<file path="src/rtl/pm_pkg.sv">
// Shared widths, step length and FSM encoding for the path-metric write scheduler.
package pm_pkg;

  localparam int PM_W        = 7;
  localparam int ADDR_W      = 2;
  localparam int ID_W        = 4;
  localparam int STEP_STATES = 4;
  localparam int CNT_W       = 3;

  typedef enum logic [1:0] {
    ST_IDLE   = 2'd0,
    ST_ACTIVE = 2'd1,
    ST_CLOSE  = 2'd2
  } pm_state_t;

  function automatic logic [PM_W-1:0] sat_sub(input logic [PM_W-1:0] a,
                                              input logic [PM_W-1:0] b);
    return (a > b) ? (a - b) : '0;
  endfunction

endpackage

</file>
<file path="src/rtl/pm_sched_if.sv">
// Two ACS requester write channels (valid/ready handshake) into the scheduler.
interface pm_sched_if;
  import pm_pkg::*;

  logic              rq0_valid;
  logic              rq0_ready;
  logic [ADDR_W-1:0] rq0_addr;
  logic [PM_W-1:0]   rq0_pm;
  logic              rq0_dec;
  logic [ID_W-1:0]   rq0_id;

  logic              rq1_valid;
  logic              rq1_ready;
  logic [ADDR_W-1:0] rq1_addr;
  logic [PM_W-1:0]   rq1_pm;
  logic              rq1_dec;
  logic [ID_W-1:0]   rq1_id;

  modport master (
    output rq0_valid, rq0_addr, rq0_pm, rq0_dec, rq0_id,
    output rq1_valid, rq1_addr, rq1_pm, rq1_dec, rq1_id,
    input  rq0_ready, rq1_ready
  );

  modport slave (
    input  rq0_valid, rq0_addr, rq0_pm, rq0_dec, rq0_id,
    input  rq1_valid, rq1_addr, rq1_pm, rq1_dec, rq1_id,
    output rq0_ready, rq1_ready
  );

endinterface

</file>
<file path="src/rtl/pm_rr_arb.sv">
// Two-way round-robin arbiter with one-hot grant; priority flips on every transfer.
module pm_rr_arb (
  input  logic       PM_clk,
  input  logic       PM_rst,
  input  logic [1:0] req,
  input  logic       en,
  output logic [1:0] gnt
);

  logic ptr;  // 1: rq1 wins a tie

  always_comb begin
    gnt = 2'b00;
    if (en) begin
      if (req == 2'b11) gnt = ptr ? 2'b10 : 2'b01;
      else              gnt = req;
    end
  end

  always_ff @(posedge PM_clk or negedge PM_rst) begin
    if (!PM_rst)     ptr <= 1'b0;
    else if (gnt[0]) ptr <= 1'b1;
    else if (gnt[1]) ptr <= 1'b0;
  end

endmodule

</file>
<file path="src/rtl/pm_sched.sv">
// Path-metric write scheduler: arbitrates two ACS requesters into one PM write port,
// groups writes into 4-state steps and applies per-step metric normalization.
//   state  | meaning
//   IDLE   | waiting for the first write of a step
//   ACTIVE | collecting writes 2..4 of the step
//   CLOSE  | one cycle, no grants, step_done, normalization decision
module pm_sched
  import pm_pkg::*;
#(
  parameter logic [PM_W-1:0] NORM_TH = 7'd64
) (
  input  logic              PM_clk,
  input  logic              PM_rst,
  pm_sched_if.slave         bus,
  output logic              data_en,
  output logic [ADDR_W-1:0] addr_in,
  output logic [PM_W-1:0]   PM_in,
  output logic              dec_in,
  output logic [ID_W-1:0]   data_id,
  output logic              step_done,
  output logic              norm_act,
  output logic              seq_err
);

  pm_state_t              state, state_nxt;
  logic [1:0]             gnt;
  logic                   grant_en, acc, sel;
  logic [ADDR_W-1:0]      w_addr;
  logic [PM_W-1:0]        w_pm;
  logic                   w_dec;
  logic [ID_W-1:0]        w_id;
  logic [STEP_STATES-1:0] a_bit;
  logic [CNT_W-1:0]       wr_cnt;
  logic [STEP_STATES-1:0] addr_seen;
  logic [PM_W-1:0]        step_min, norm_sub;
  logic [ID_W-1:0]        step_id;

  // Gating with PM_rst keeps the readies low while reset is held.
  assign grant_en  = PM_rst && (state != ST_CLOSE);
  assign step_done = (state == ST_CLOSE);

  pm_rr_arb u_arb (
    .PM_clk (PM_clk),
    .PM_rst (PM_rst),
    .req    ({bus.rq1_valid, bus.rq0_valid}),
    .en     (grant_en),
    .gnt    (gnt)
  );

  assign bus.rq0_ready = gnt[0];
  assign bus.rq1_ready = gnt[1];
  assign acc    = |gnt;
  assign sel    = gnt[1];
  assign w_addr = sel ? bus.rq1_addr : bus.rq0_addr;
  assign w_pm   = sel ? bus.rq1_pm   : bus.rq0_pm;
  assign w_dec  = sel ? bus.rq1_dec  : bus.rq0_dec;
  assign w_id   = sel ? bus.rq1_id   : bus.rq0_id;
  assign a_bit  = {{(STEP_STATES-1){1'b0}}, 1'b1} << w_addr;

  always_ff @(posedge PM_clk or negedge PM_rst) begin
    if (!PM_rst) state <= ST_IDLE;
    else         state <= state_nxt;
  end

  always_comb begin
    state_nxt = state;
    case (state)
      ST_IDLE:   if (acc) state_nxt = ST_ACTIVE;
      ST_ACTIVE: if (acc && (wr_cnt == CNT_W'(STEP_STATES - 1))) state_nxt = ST_CLOSE;
      ST_CLOSE:  state_nxt = ST_IDLE;
      default:   state_nxt = ST_IDLE;
    endcase
  end

  always_ff @(posedge PM_clk or negedge PM_rst) begin
    if (!PM_rst) begin
      wr_cnt    <= '0;
      addr_seen <= '0;
      step_min  <= '1;
      step_id   <= '0;
      norm_sub  <= '0;
      norm_act  <= 1'b0;
      seq_err   <= 1'b0;
      data_en   <= 1'b0;
      addr_in   <= '0;
      PM_in     <= '0;
      dec_in    <= 1'b0;
      data_id   <= '0;
    end else begin
      data_en <= acc;
      if (acc) begin
        addr_in <= w_addr;
        PM_in   <= norm_act ? sat_sub(w_pm, norm_sub) : w_pm;
        dec_in  <= w_dec;
        data_id <= w_id;
      end
      case (state)
        ST_IDLE: begin
          if (acc) begin
            step_id   <= w_id;
            wr_cnt    <= CNT_W'(1);
            addr_seen <= a_bit;
            step_min  <= w_pm;
          end
        end
        ST_ACTIVE: begin
          if (acc) begin
            wr_cnt    <= wr_cnt + CNT_W'(1);
            addr_seen <= addr_seen | a_bit;
            if (w_pm < step_min) step_min <= w_pm;
            if ((w_id != step_id) || addr_seen[w_addr]) seq_err <= 1'b1;
          end
        end
        ST_CLOSE: begin
          wr_cnt    <= '0;
          addr_seen <= '0;
          step_min  <= '1;
          if (step_min >= NORM_TH) begin
            norm_sub <= step_min;
            norm_act <= 1'b1;
          end else begin
            norm_sub <= '0;
            norm_act <= 1'b0;
          end
        end
        default: ;
      endcase
    end
  end

endmodule
</file>
<file path="src/flat_wrapper.sv">
// flat-port wrapper written by rule: the top's interface ports become plain ports
module pm_sched_flat import pm_pkg::*;
#(
  parameter logic [PM_W-1:0] NORM_TH = 7'd64
)
  (PM_clk, PM_rst, data_en, addr_in, PM_in, dec_in, data_id, step_done, norm_act, seq_err, bus_rq0_valid, bus_rq0_addr, bus_rq0_pm, bus_rq0_dec, bus_rq0_id, bus_rq1_valid, bus_rq1_addr, bus_rq1_pm, bus_rq1_dec, bus_rq1_id, bus_rq0_ready, bus_rq1_ready);
  pm_sched_if bus_i ();
  input  logic PM_clk;
  input  logic PM_rst;
  output logic data_en;
  output logic [ADDR_W-1:0] addr_in;
  output logic [PM_W-1:0] PM_in;
  output logic dec_in;
  output logic [ID_W-1:0] data_id;
  output logic step_done;
  output logic norm_act;
  output logic seq_err;
  input wire logic [$bits(bus_i.rq0_valid)-1:0] bus_rq0_valid;
  input wire logic [$bits(bus_i.rq0_addr)-1:0] bus_rq0_addr;
  input wire logic [$bits(bus_i.rq0_pm)-1:0] bus_rq0_pm;
  input wire logic [$bits(bus_i.rq0_dec)-1:0] bus_rq0_dec;
  input wire logic [$bits(bus_i.rq0_id)-1:0] bus_rq0_id;
  input wire logic [$bits(bus_i.rq1_valid)-1:0] bus_rq1_valid;
  input wire logic [$bits(bus_i.rq1_addr)-1:0] bus_rq1_addr;
  input wire logic [$bits(bus_i.rq1_pm)-1:0] bus_rq1_pm;
  input wire logic [$bits(bus_i.rq1_dec)-1:0] bus_rq1_dec;
  input wire logic [$bits(bus_i.rq1_id)-1:0] bus_rq1_id;
  output wire logic [$bits(bus_i.rq0_ready)-1:0] bus_rq0_ready;
  output wire logic [$bits(bus_i.rq1_ready)-1:0] bus_rq1_ready;
  assign bus_i.rq0_valid = bus_rq0_valid;
  assign bus_i.rq0_addr = bus_rq0_addr;
  assign bus_i.rq0_pm = bus_rq0_pm;
  assign bus_i.rq0_dec = bus_rq0_dec;
  assign bus_i.rq0_id = bus_rq0_id;
  assign bus_i.rq1_valid = bus_rq1_valid;
  assign bus_i.rq1_addr = bus_rq1_addr;
  assign bus_i.rq1_pm = bus_rq1_pm;
  assign bus_i.rq1_dec = bus_rq1_dec;
  assign bus_i.rq1_id = bus_rq1_id;
  assign bus_rq0_ready = bus_i.rq0_ready;
  assign bus_rq1_ready = bus_i.rq1_ready;
  pm_sched #(.NORM_TH(NORM_TH)) u_core (.PM_clk(PM_clk), .PM_rst(PM_rst), .bus(bus_i), .data_en(data_en), .addr_in(addr_in), .PM_in(PM_in), .dec_in(dec_in), .data_id(data_id), .step_done(step_done), .norm_act(norm_act), .seq_err(seq_err));
endmodule
</file>
<file path="config.mk">
export PLATFORM = sky130hd
export DESIGN_NAME = pm_sched_flat
export DESIGN_NICKNAME = d
export VERILOG_FILES = /design/src/rtl/pm_pkg.sv /design/src/rtl/pm_sched_if.sv /design/src/rtl/pm_rr_arb.sv /design/src/rtl/pm_sched.sv /design/src/flat_wrapper.sv
export SDC_FILE = /design/constraint.sdc
export NUM_CORES = 1
export LEC_CHECK = 0
export ABC_CLOCK_PERIOD_IN_PS = 4550
export BUFFER_PORTS_ARGS = -buffer_cell sky130_fd_sc_hd__buf_2
export CAP_MARGIN = 25
export CORE_MARGIN = 5
export CORE_UTILIZATION = 55
export DETAILED_ROUTE_END_ITERATION = 12
export PLACE_DENSITY = 0.78
export SLEW_MARGIN = 20
export SYNTH_ARGS = -nofsm -noshare
export SYNTH_HDL_FRONTEND = slang
export SYNTH_HIERARCHICAL = 1
export SYNTH_SLANG_ARGS = --single-unit
</file>
<file path="constraint.sdc">
create_clock -name PM_clk -period 4.55 [get_ports PM_clk]
set_clock_uncertainty 0.15 [all_clocks]
set_input_delay 1.365 -clock PM_clk [delete_from_list [all_inputs] [get_ports PM_clk]]
set_output_delay 1.365 -clock PM_clk [all_outputs]
set_load 0.02 [all_outputs]
</file>
==> results of run 1 <==
## layout by cell type, fill, tap and decap left out, types with 3 or more instances in the layout
cell and instances:
a21boi_0 5, a21oi_1 24, a221o_1 4, a31oi_1 5, and3_1 3, buf_2 51, buf_4 9, clkbuf_8 5
dfrtp_1 38, dfstp_2 7, ha_1 19, inv_1 27, mux2_2 6, mux2i_1 16, nand2_1 19, nand3_1 7
nor2_1 20, nor3_1 8, o21a_1 3, o21ai_0 18, o22ai_1 11, xor2_1 4
## metal layers
metal | vias to the layer above | part of all wire, %
met4 | 0 | 1.4
met2 | 80 | 48
li1 | 1149 | -
met3 | 8 | 5.8
met5 | - | 0
met1 | 1124 | 45
## registers in the layout, summed over array words and instances (netlist names)
signal,count
u_core/data_id,4
u_core/wr_cnt,3
u_core/state,2
u_core/PM_in,7
u_core/step_id,4
u_core/addr_seen,4
u_core/dec_in,1
u_core/seq_err,1
u_core/addr_in,2
u_core/step_min,7
u_core/u_arb/ptr,1
u_core/norm_act,1
u_core/norm_sub,7
u_core/data_en,1
## power by group
part           switching [W]  total, W  internal, W  leakage, nW
clock network       0.000144  0.000253     0.000109       0.0445
registers          0.0000926  0.000667     0.000575        0.542
logic               0.000512  0.000866     0.000353        0.916
total               0.000749   0.00179      0.00104         1.50
## critical path, stage by stage
cell	delay [ns]
buf_2	0.09
nor2b_1	0.18
nand2_1	0.12
a21oi_4	0.25
buf_4	0.27
mux2i_1	0.24
inv_1	0.10
ha_1	0.30
o21a_1	0.11
a211oi_1	0.21
o21ai_1	0.13
a221oi_4	0.39
buf_4	0.22
mux2i_1	0.23
## stage by stage
| stage | power, W | setup slack [ns] |
|---|---|---|
| 3_5_place_dp | 0.00153 | 0.0748 |
| 6_report | 0.00179 | 0.391 |
| 4_1_cts | 0.00179 | 0.381 |
| 5_1_grt | 0.00192 | 0.159 |
| 3_3_place_gp | 0.00150 | 0.233 |
| 2_1_floorplan | 0.00129 | 0.00903 |
## cells by family (layout without fill, tap and decap cells)
| logic type | count (synthesis) | after routing | share of synthesized area, % |
|---|---|---|---|
| AO/OA/AOI/OAI | 88 | 88 | 21.0 |
| AND/OR/NAND/NOR | 67 | 67 | 11.3 |
| flip-flops | 45 | 45 | 41.7 |
| buffers and inverters | 37 | 95 | 5.19 |
| multiplexers | 24 | 24 | 9.42 |
| adder cells (fa/ha/maj) | 20 | 20 | 9.47 |
| XOR/XNOR | 6 | 6 | 1.93 |
## layout make-up
cell class | instances | area, um^2 | area share [%]
multi-input cells | 205 | 1460 | 45.7
flip-flops and latches | 45 | 1130 | 35.6
repair buffers | 60 | 323 | 10.1
inverters | 27 | 101 | 3.18
well taps | 67 | 83.8 | 2.63
clock buffers | 5 | 68.8 | 2.16
clock inverters | 3 | 21.3 | 0.667
## Yosys cell counts (2+ instances only)
library cell	number	share of area, %
and3_1	3	0.69
a21oi_1	25	4.6
mux2_2	6	2.5
nand3_1	7	1.3
mux2i_1	16	5.9
nor3_1	8	1.5
o21ai_0	18	3.3
o221ai_1	2	0.64
clkbuf_1	8	1.1
dfstp_2	7	6.8
nand4_1	2	0.46
nor4_1	2	0.46
buf_2	2	0.37
inv_1	27	3.7
nor2_1	20	2.8
o22ai_1	11	2.5
ha_1	19	8.7
xor2_1	4	1.3
a221o_1	4	1.5
o21ai_1	2	0.37
xnor2_1	2	0.64
a21boi_0	5	1.4
nand2_1	19	2.6
a211oi_1	2	0.55
o21a_1	3	0.83
dfrtp_1	38	35
a31oi_1	5	1.1
## worst paths after layout
check,start,endpoint,slack [ns],depth (start not counted)
max reg2reg,u_core/state[0],u_core/step_min[4],0.85,15
min reg2reg,u_core/wr_cnt[1],u_core/wr_cnt[1],0.35,2
max in group asynchronous,PM_rst,u_core/norm_sub[0],2.86,2
min,u_core/wr_cnt[1],u_core/wr_cnt[1],0.35,2
max,PM_rst,u_core/step_min[4],0.39,14
min in group asynchronous,PM_rst,u_core/u_arb/ptr,1.00,2
==> flow_metrics.tcl, run 1 <==
set metrics [dict create \
    root_buffer "clkbuf_8" \
    finalHoldViolations 0 \
    final.period_utilization_pct 91.4 \
    yosysUniqueCellTypes 47 \
    place_inst 404 \
    area_growth_pct 17.2 \
    maxSlewHeadroom_pct 58.5 \
    antenna_found_initial 0 \
    post_cts_resized 0 \
    powerDensity_nw_per_um2 560 \
    final_cells 412 \
    grt_pass1_wl_mm 11.1 \
    diodes 0 \
    synthesis.nets 339 \
    numClockSinks 45 \
    grt_use_met2_pct 36.0 \
    grt_pass1_vias 2362 \
    start_kind "input port" \
    required_ns 4.63 \
    synth_seq_area_share_pct 41.7 \
    cp-end-kind "flip-flop" \
    clock_path_buffers 2 \
    use_met1_pct 29.6 \
    setup_viol_count_final 0 \
    async_flop_share_pct 100 \
    rsz0062_at_grt "no" \
    top_usage_layer "met2" \
    period_needed_ns 4.16 \
    drive_gt1_share_pct 25.2 \
    power.leakage_nw 1.50 \
    placed_cell_area_um2 3100 \
    rows 25 \
    nFillCells 402 \
    holdBufCountCts 0 \
    initial_utilization_pct 57.3 \
    grt_max_degree 46 \
    setup_tns_ns 0 \
    crit_path_max_fanout 16 \
    fp.dieH_um 80.4 \
    clk_latency_ns 0.31 \
    grt-ovfl-total 0 \
    wirelength_mm 6.47 \
    design_area_um2 3190 \
    hold_ws_ns 0.348 \
    io_pins 52 \
    vias 2361 \
    place_hpwl_mm 4.92 \
    cts_post_setup_buffers_inserted 0 \
    drv_slew 0 \
    die_w_um 80.4 \
    final_util_pct 67.1 \
    synth-edff-count 0 \
    synth_warnings 6 \
    netlist_area_um2 2720 \
    path_clk_slew_ns 0.09 \
    worst_pin_slew_ns 0.616 \
    dieArea_um2 6460 \
    drc 0 \
    firstDrtPassIters 4 \
    peakVddDrop_mv 0.289 \
    h-tree-depth 2 \
    ys_ff_latch 45 \
    synth_top_flop_cell "dfrtp_1" \
    coreArea_um2 4750 \
    hp-class "flip-flop to flip-flop" \
    cts_tree "done" \
    crit_arrival_ns 4.23 \
    numCtsBuffers 5 \
    io_buffers 51 \
    routabilityCongestion 0.908 \
    finalNetCount 396 \
    routed_via_density 5.73 \
    grtUsageMet3_pct 4.15 \
    drtAntennaViolNets 0 \
    path_class "input port to flip-flop" \
    drv_cap 0 \
    avgSynthCellArea_um2 9.49 \
    drt_iter0_drc 137 \
    routedWlPerCell_um 15.7 \
    grtUsageTotal_pct 21.9 \
    max_freq_ghz 0.240 \
    status "finished, final reports clean" \
    syn_inst 287 \
]
(Power assumes the default switching activity.)
==> inputs of run 2 (changes only) <==
--- a/config.mk
+++ b/config.mk
@@ -12,6 +12,7 @@
 export CORE_UTILIZATION = 55
 export DETAILED_ROUTE_END_ITERATION = 12
 export PLACE_DENSITY = 0.78
+export RECOVER_POWER = 100
 export SLEW_MARGIN = 20
 export SYNTH_ARGS = -nofsm -noshare
 export SYNTH_HDL_FRONTEND = slang
==> run 2 against run 1 <==
The flow now finishes with violations (max-capacitance violations, max-slew violations). Fmax fell by 0.63%. Die area unchanged. Flip-flop and latch count unchanged. Register-to-register slack barely moved. Count of clock-buffer cells in the layout unchanged. First-iteration DRC count fell by 5.8%. Cell count unchanged. Clock power about the same. Critical path type unchanged. Critical endpoint unchanged. Largest power group unchanged.
==> flow_metrics.tcl, run 2 (synthesis results as in run 1) <==
set metrics [dict create \
    place_hpwl_mm 4.92 \
    reg2reg_slack_ns 0.85 \
    setup_viol_count_final 0 \
    drt_iter0_drc 129 \
    path_clk_slew_ns 0.09 \
    diodes 0 \
    root_buffer "clkbuf_8" \
    powerDensity_nw_per_um2 561 \
    numClockSinks 45 \
    start_kind "input port" \
    r2r-end "u_core/step_min[4]" \
    drive_gt1_share_pct 18.0 \
    violations "max-capacitance violations, max-slew violations" \
    antenna_found_initial 0 \
    power.leakage_nw 1.42 \
    grt_max_degree 46 \
    final_common_cell "dfrtp_1" \
    max_freq_ghz 0.239 \
    routed_via_density 5.70 \
    reg2reg_depth 15 \
    drv_cap 1 \
    io_pins 52 \
    clk_latency_ns 0.30 \
    peakVddDrop_mv 0.287 \
    finalNetCount 396 \
    hold_ws_ns 0.350 \
    fp.dieH_um 80.4 \
    rsz0062_at_grt "no" \
    die_w_um 80.4 \
    final.period_utilization_pct 92.0 \
    initial_utilization_pct 57.3 \
    status "finished with violations" \
    worst_pin_slew_ns 2.37 \
    wirelength_mm 6.45 \
    rows 25 \
    final_util_pct 66.2 \
    drc 0 \
    cp-end-kind "flip-flop" \
    layout_common_cells "38 x dfrtp_1, 31 x buf_2, 27 x inv_1, 25 x clkbuf_1, 24 x a21oi_1" \
    cp-endpoint "u_core/step_min[4]" \
    dieArea_um2 6460 \
    crit_arrival_ns 4.26 \
    post_cts_resized 0 \
    routabilityCongestion 0.908 \
    io_buffers 51 \
    drv_slew 46 \
    firstDrtPassIters 4 \
    setup_tns_ns 0 \
    grt_pass1_wl_mm 11.1 \
    power_w 0.00176 \
    period_needed_ns 4.19 \
    crit_path_max_fanout 16 \
    rr_startpoint "u_core/state[0]" \
    cts_tree "done" \
    grt_pass1_vias 2362 \
    path_class "input port to flip-flop" \
    maxSlewHeadroom_pct -57.8 \
    required_ns 4.62 \
    grt-ovfl-total 0 \
    cts_post_setup_buffers_inserted 0 \
    finalHoldViolations 0 \
    h-tree-depth 2 \
    vias 2350 \
    final_cells 412 \
    hp-class "flip-flop to flip-flop" \
    cp-startpoint "PM_rst" \
    grtUsageTotal_pct 21.9 \
    coreArea_um2 4750 \
    drtAntennaViolNets 0 \
    largestRegisters "u_core/PM_in (7), u_core/norm_sub (7), u_core/step_min (7)" \
    routedWlPerCell_um 15.6 \
    clock_path_buffers 2 \
    area_growth_pct 15.6 \
    holdCritStartpoint "u_core/wr_cnt[1]" \
    holdBufCountCts 0 \
    numCtsBuffers 5 \
    place_inst 404 \
]
-- run 2: area by class of cell --
type                            instances  area, um^2
Clock buffer                            5        68.8
Tap cell                               67        83.8
Fill cell                             420        1610
Timing Repair Buffer                   60         279
Clock inverter                          3        21.3
Multi-Input combinational cell        205        1460
Sequential cell                        45        1130
Inverter                               27         101
-- run 2: critical path, cell delays in order --
cell      delay [ns]
clkbuf_1        0.10
nor2b_1         0.20
nand2_1         0.12
a21oi_4         0.25
buf_4           0.27
mux2i_1         0.25
inv_1           0.10
ha_1            0.30
o21a_1          0.11
a211oi_1        0.21
o21ai_1         0.13
a221oi_4        0.39
buf_4           0.22
mux2i_1         0.23
-- run 2: how the worst min path moves through the flow --
stage                     cells past startpoint  slack (ns)               end
after floorplan                               2        0.30  u_core/wr_cnt[1]
after global placement                        2        0.32  u_core/wr_cnt[1]
after detailed placement                      2        0.33  u_core/wr_cnt[1]
after CTS                                     1        0.36   u_core/PM_in[2]
after global routing                          1        0.37   u_core/PM_in[0]
final                                         2        0.35  u_core/wr_cnt[1]
-- run 2: per-stage QoR --
stage,instance area (um^2),setup slack (ns)
global placement,3100,0.233
detailed placement,3100,0.0748
floorplan,2740,0.00903
global route,3150,0.122
CTS,3190,0.381
finish,3150,0.365
-- run 2: power by group --
part,switching [W],total [W],internal (W)
logic,0.000511,0.000844,0.000333
registers,0.0000946,0.000669,0.000575
clock network,0.000142,0.000251,0.000109
total,0.000747,0.00176,0.00102
-- run 2: per-layer routing --
layer	up-vias	global-route usage, %	wire length (um)
met5	-	0	0
met4	0	5.91	77
met3	7	4.15	328
met2	73	36.0	3140
met1	1120	29.6	2900
li1	1150	-	-
==> inputs of run 3 (changes only) <==
--- a/config.mk
+++ b/config.mk
@@ -6,12 +6,12 @@
 export NUM_CORES = 1
 export LEC_CHECK = 0
 export ABC_CLOCK_PERIOD_IN_PS = 4550
-export BUFFER_PORTS_ARGS = -buffer_cell sky130_fd_sc_hd__buf_2
 export CAP_MARGIN = 25
 export CORE_MARGIN = 5
 export CORE_UTILIZATION = 55
 export DETAILED_ROUTE_END_ITERATION = 12
-export PLACE_DENSITY = 0.78
+export DONT_BUFFER_PORTS = 1
+export PLACE_DENSITY_LB_ADDON = 0.05
 export RECOVER_POWER = 100
 export SLEW_MARGIN = 20
 export SYNTH_ARGS = -nofsm -noshare
==> run 3 against run 2 <==
The flow now finishes without violations. First-iteration DRC count is 2.3% higher. Highest routed layer unchanged. Largest power group is now sequential cells. Wire length is 4.3% lower. Cell count is 13% lower.
==> flow_metrics.tcl, run 3 (synthesis results as in run 1) <==
set metrics [dict create \
    die_w_um 80.4 \
    path_delay_family "compound AO/OA/AOI/OAI gates" \
    coreArea_um2 4750 \
    routabilityCongestion 0.814 \
    drtAntennaViolNets 0 \
    finalNetCount 344 \
    largestRegisters "u_core/PM_in (7), u_core/norm_sub (7), u_core/step_min (7)" \
    final.period_utilization_pct 90.9 \
    worst_pin_slew_ns 1.08 \
    io_pins 52 \
    status "finished, final reports clean" \
    maxSlewHeadroom_pct 27.8 \
    antenna_found_initial 0 \
    area_growth_pct 6.48 \
    start_kind "input port" \
    cp_slowest_cell "a221oi_1" \
    drv_slew 0 \
    powerDensity_nw_per_um2 580 \
    grtUsageTotal_pct 21.0 \
    cp-end-kind "flip-flop" \
    holdBufCountCts 0 \
    path_clk_slew_ns 0.09 \
    reg2reg_slack_ns 0.81 \
    place_ws_ns 0.265 \
    cts_post_setup_buffers_inserted 0 \
    final_cells 360 \
    finalHoldViolations 0 \
    io_buffers 0 \
    setup_tns_ns 0 \
    numCtsBuffers 5 \
    drt_iter0_drc 132 \
    grt_max_degree 47 \
    place_hpwl_mm 4.59 \
    nFillCells 431 \
    initial_utilization_pct 57.3 \
    grt_pass1_vias 2080 \
    fp.dieH_um 80.4 \
    final_common_cell "dfrtp_1" \
    peakVddDrop_mv 0.272 \
    hp-class "flip-flop to flip-flop" \
    drc 0 \
    root_buffer "clkbuf_8" \
    wirelength_mm 6.17 \
    setup_viol_count_final 0 \
    max_freq_ghz 0.242 \
    required_ns 4.63 \
    drv_cap 0 \
    layout_common_cells "38 x dfrtp_1, 27 x inv_1, 24 x a21oi_1, 20 x nor2_1" \
    grt-ovfl-total 0 \
    vias 2103 \
    fin_ws_ns 0.414 \
    rsz0062_at_grt "no" \
    path_buf_inv 1 \
    drive_gt1_share_pct 10.2 \
    clock_path_buffers 2 \
    path_class "input port to flip-flop" \
    grt_pass1_wl_mm 10.4 \
    firstDrtPassIters 4 \
    post_cts_resized 0 \
    routedWlPerCell_um 17.1 \
    cts_tree "done" \
    crit_arrival_ns 4.22 \
    crit_path_max_fanout 46 \
    slowest_delay_ns 0.45 \
    dieArea_um2 6460 \
    routed_via_density 5.84 \
    diodes 0 \
    clk_latency_ns 0.30 \
    cp_cell_sequence "nor2b_1 > nand2_1 > a21oi_4 > mux2_1 > ha_1 > a211o_1 > a211oi_1 > o21ai_0 > a221oi_1 > buf_4 > mux2i_1" \
    period_needed_ns 4.14 \
    place_inst 352 \
    power.leakage_nw 1.27 \
    rows 25 \
    h-tree-depth 2 \
    numClockSinks 45 \
]
[run 3: cell count changes in the layout (fill, tap and decap cells not counted)]
| cell | previous run | this run |
|---|---|---|
| a221oi_1 | 0 | 1 |
| buf_2 | 31 | 0 |
| mux2_1 | 0 | 1 |
| buf_4 | 4 | 5 |
| a221oi_4 | 1 | 0 |
| clkbuf_1 | 25 | 3 |
| mux2_2 | 6 | 5 |
[run 3: through the flow]
step | hold slack, ns | cell area (um^2) | utilization (%) | total power (W)
after global routing | 0.389 | 2900 | 61.0 | 0.00182
after CTS | 0.355 | 2930 | 61.6 | 0.00170
after global placement | 0.326 | 2840 | 59.7 | 0.00143
after detailed placement | 0.334 | 2840 | 59.7 | 0.00145
after floorplan | 0.304 | 2740 | - | 0.00129
final | 0.346 | 2900 | 61.0 | 0.00168
[run 3: worst paths after layout]
check	start	to	depth (start not counted)
max	PM_rst	u_core/step_min[1]	11
min	u_core/wr_cnt[1]	u_core/wr_cnt[1]	2
max reg2reg	u_core/state[0]	u_core/step_min[1]	13
min reg2reg	u_core/wr_cnt[1]	u_core/wr_cnt[1]	2
max in group asynchronous	PM_rst	u_core/step_min[5]	0
min in group asynchronous	PM_rst	u_core/norm_sub[4]	0
[run 3: area by class of cell]
| class | count | area [um^2] | area share [%] |
|---|---|---|---|
| clock buffers | 5 | 68.8 | 2.37 |
| flip-flops and latches | 45 | 1130 | 39.1 |
| well taps | 67 | 83.8 | 2.89 |
| multi-input cells | 205 | 1440 | 49.7 |
| inverters | 27 | 101 | 3.50 |
| clock inverters | 3 | 21.3 | 0.734 |
| repair buffers | 8 | 48.8 | 1.68 |
[run 3: tightest hold or removal path: stages (launching register included)]
cell and delay (ns):
dfrtp_1 0.36, nand2_1 0.05, o21ai_0 0.06
[run 3: layer usage]
layer | vias to the layer above | wire (um) | global-route usage (%)
met3 | 7 | 487 | 7.17
met4 | 0 | 80 | 6.08
li1 | 1043 | - | -
met1 | 997 | 3130 | 31.9
met2 | 56 | 2470 | 27.8
met5 | - | 0 | 0
[run 3: power by group]
group	internal, W	switching (W)
logic	0.000293	0.000384
clock network	0.000109	0.000149
registers	0.000574	0.000172
total	0.000976	0.000705
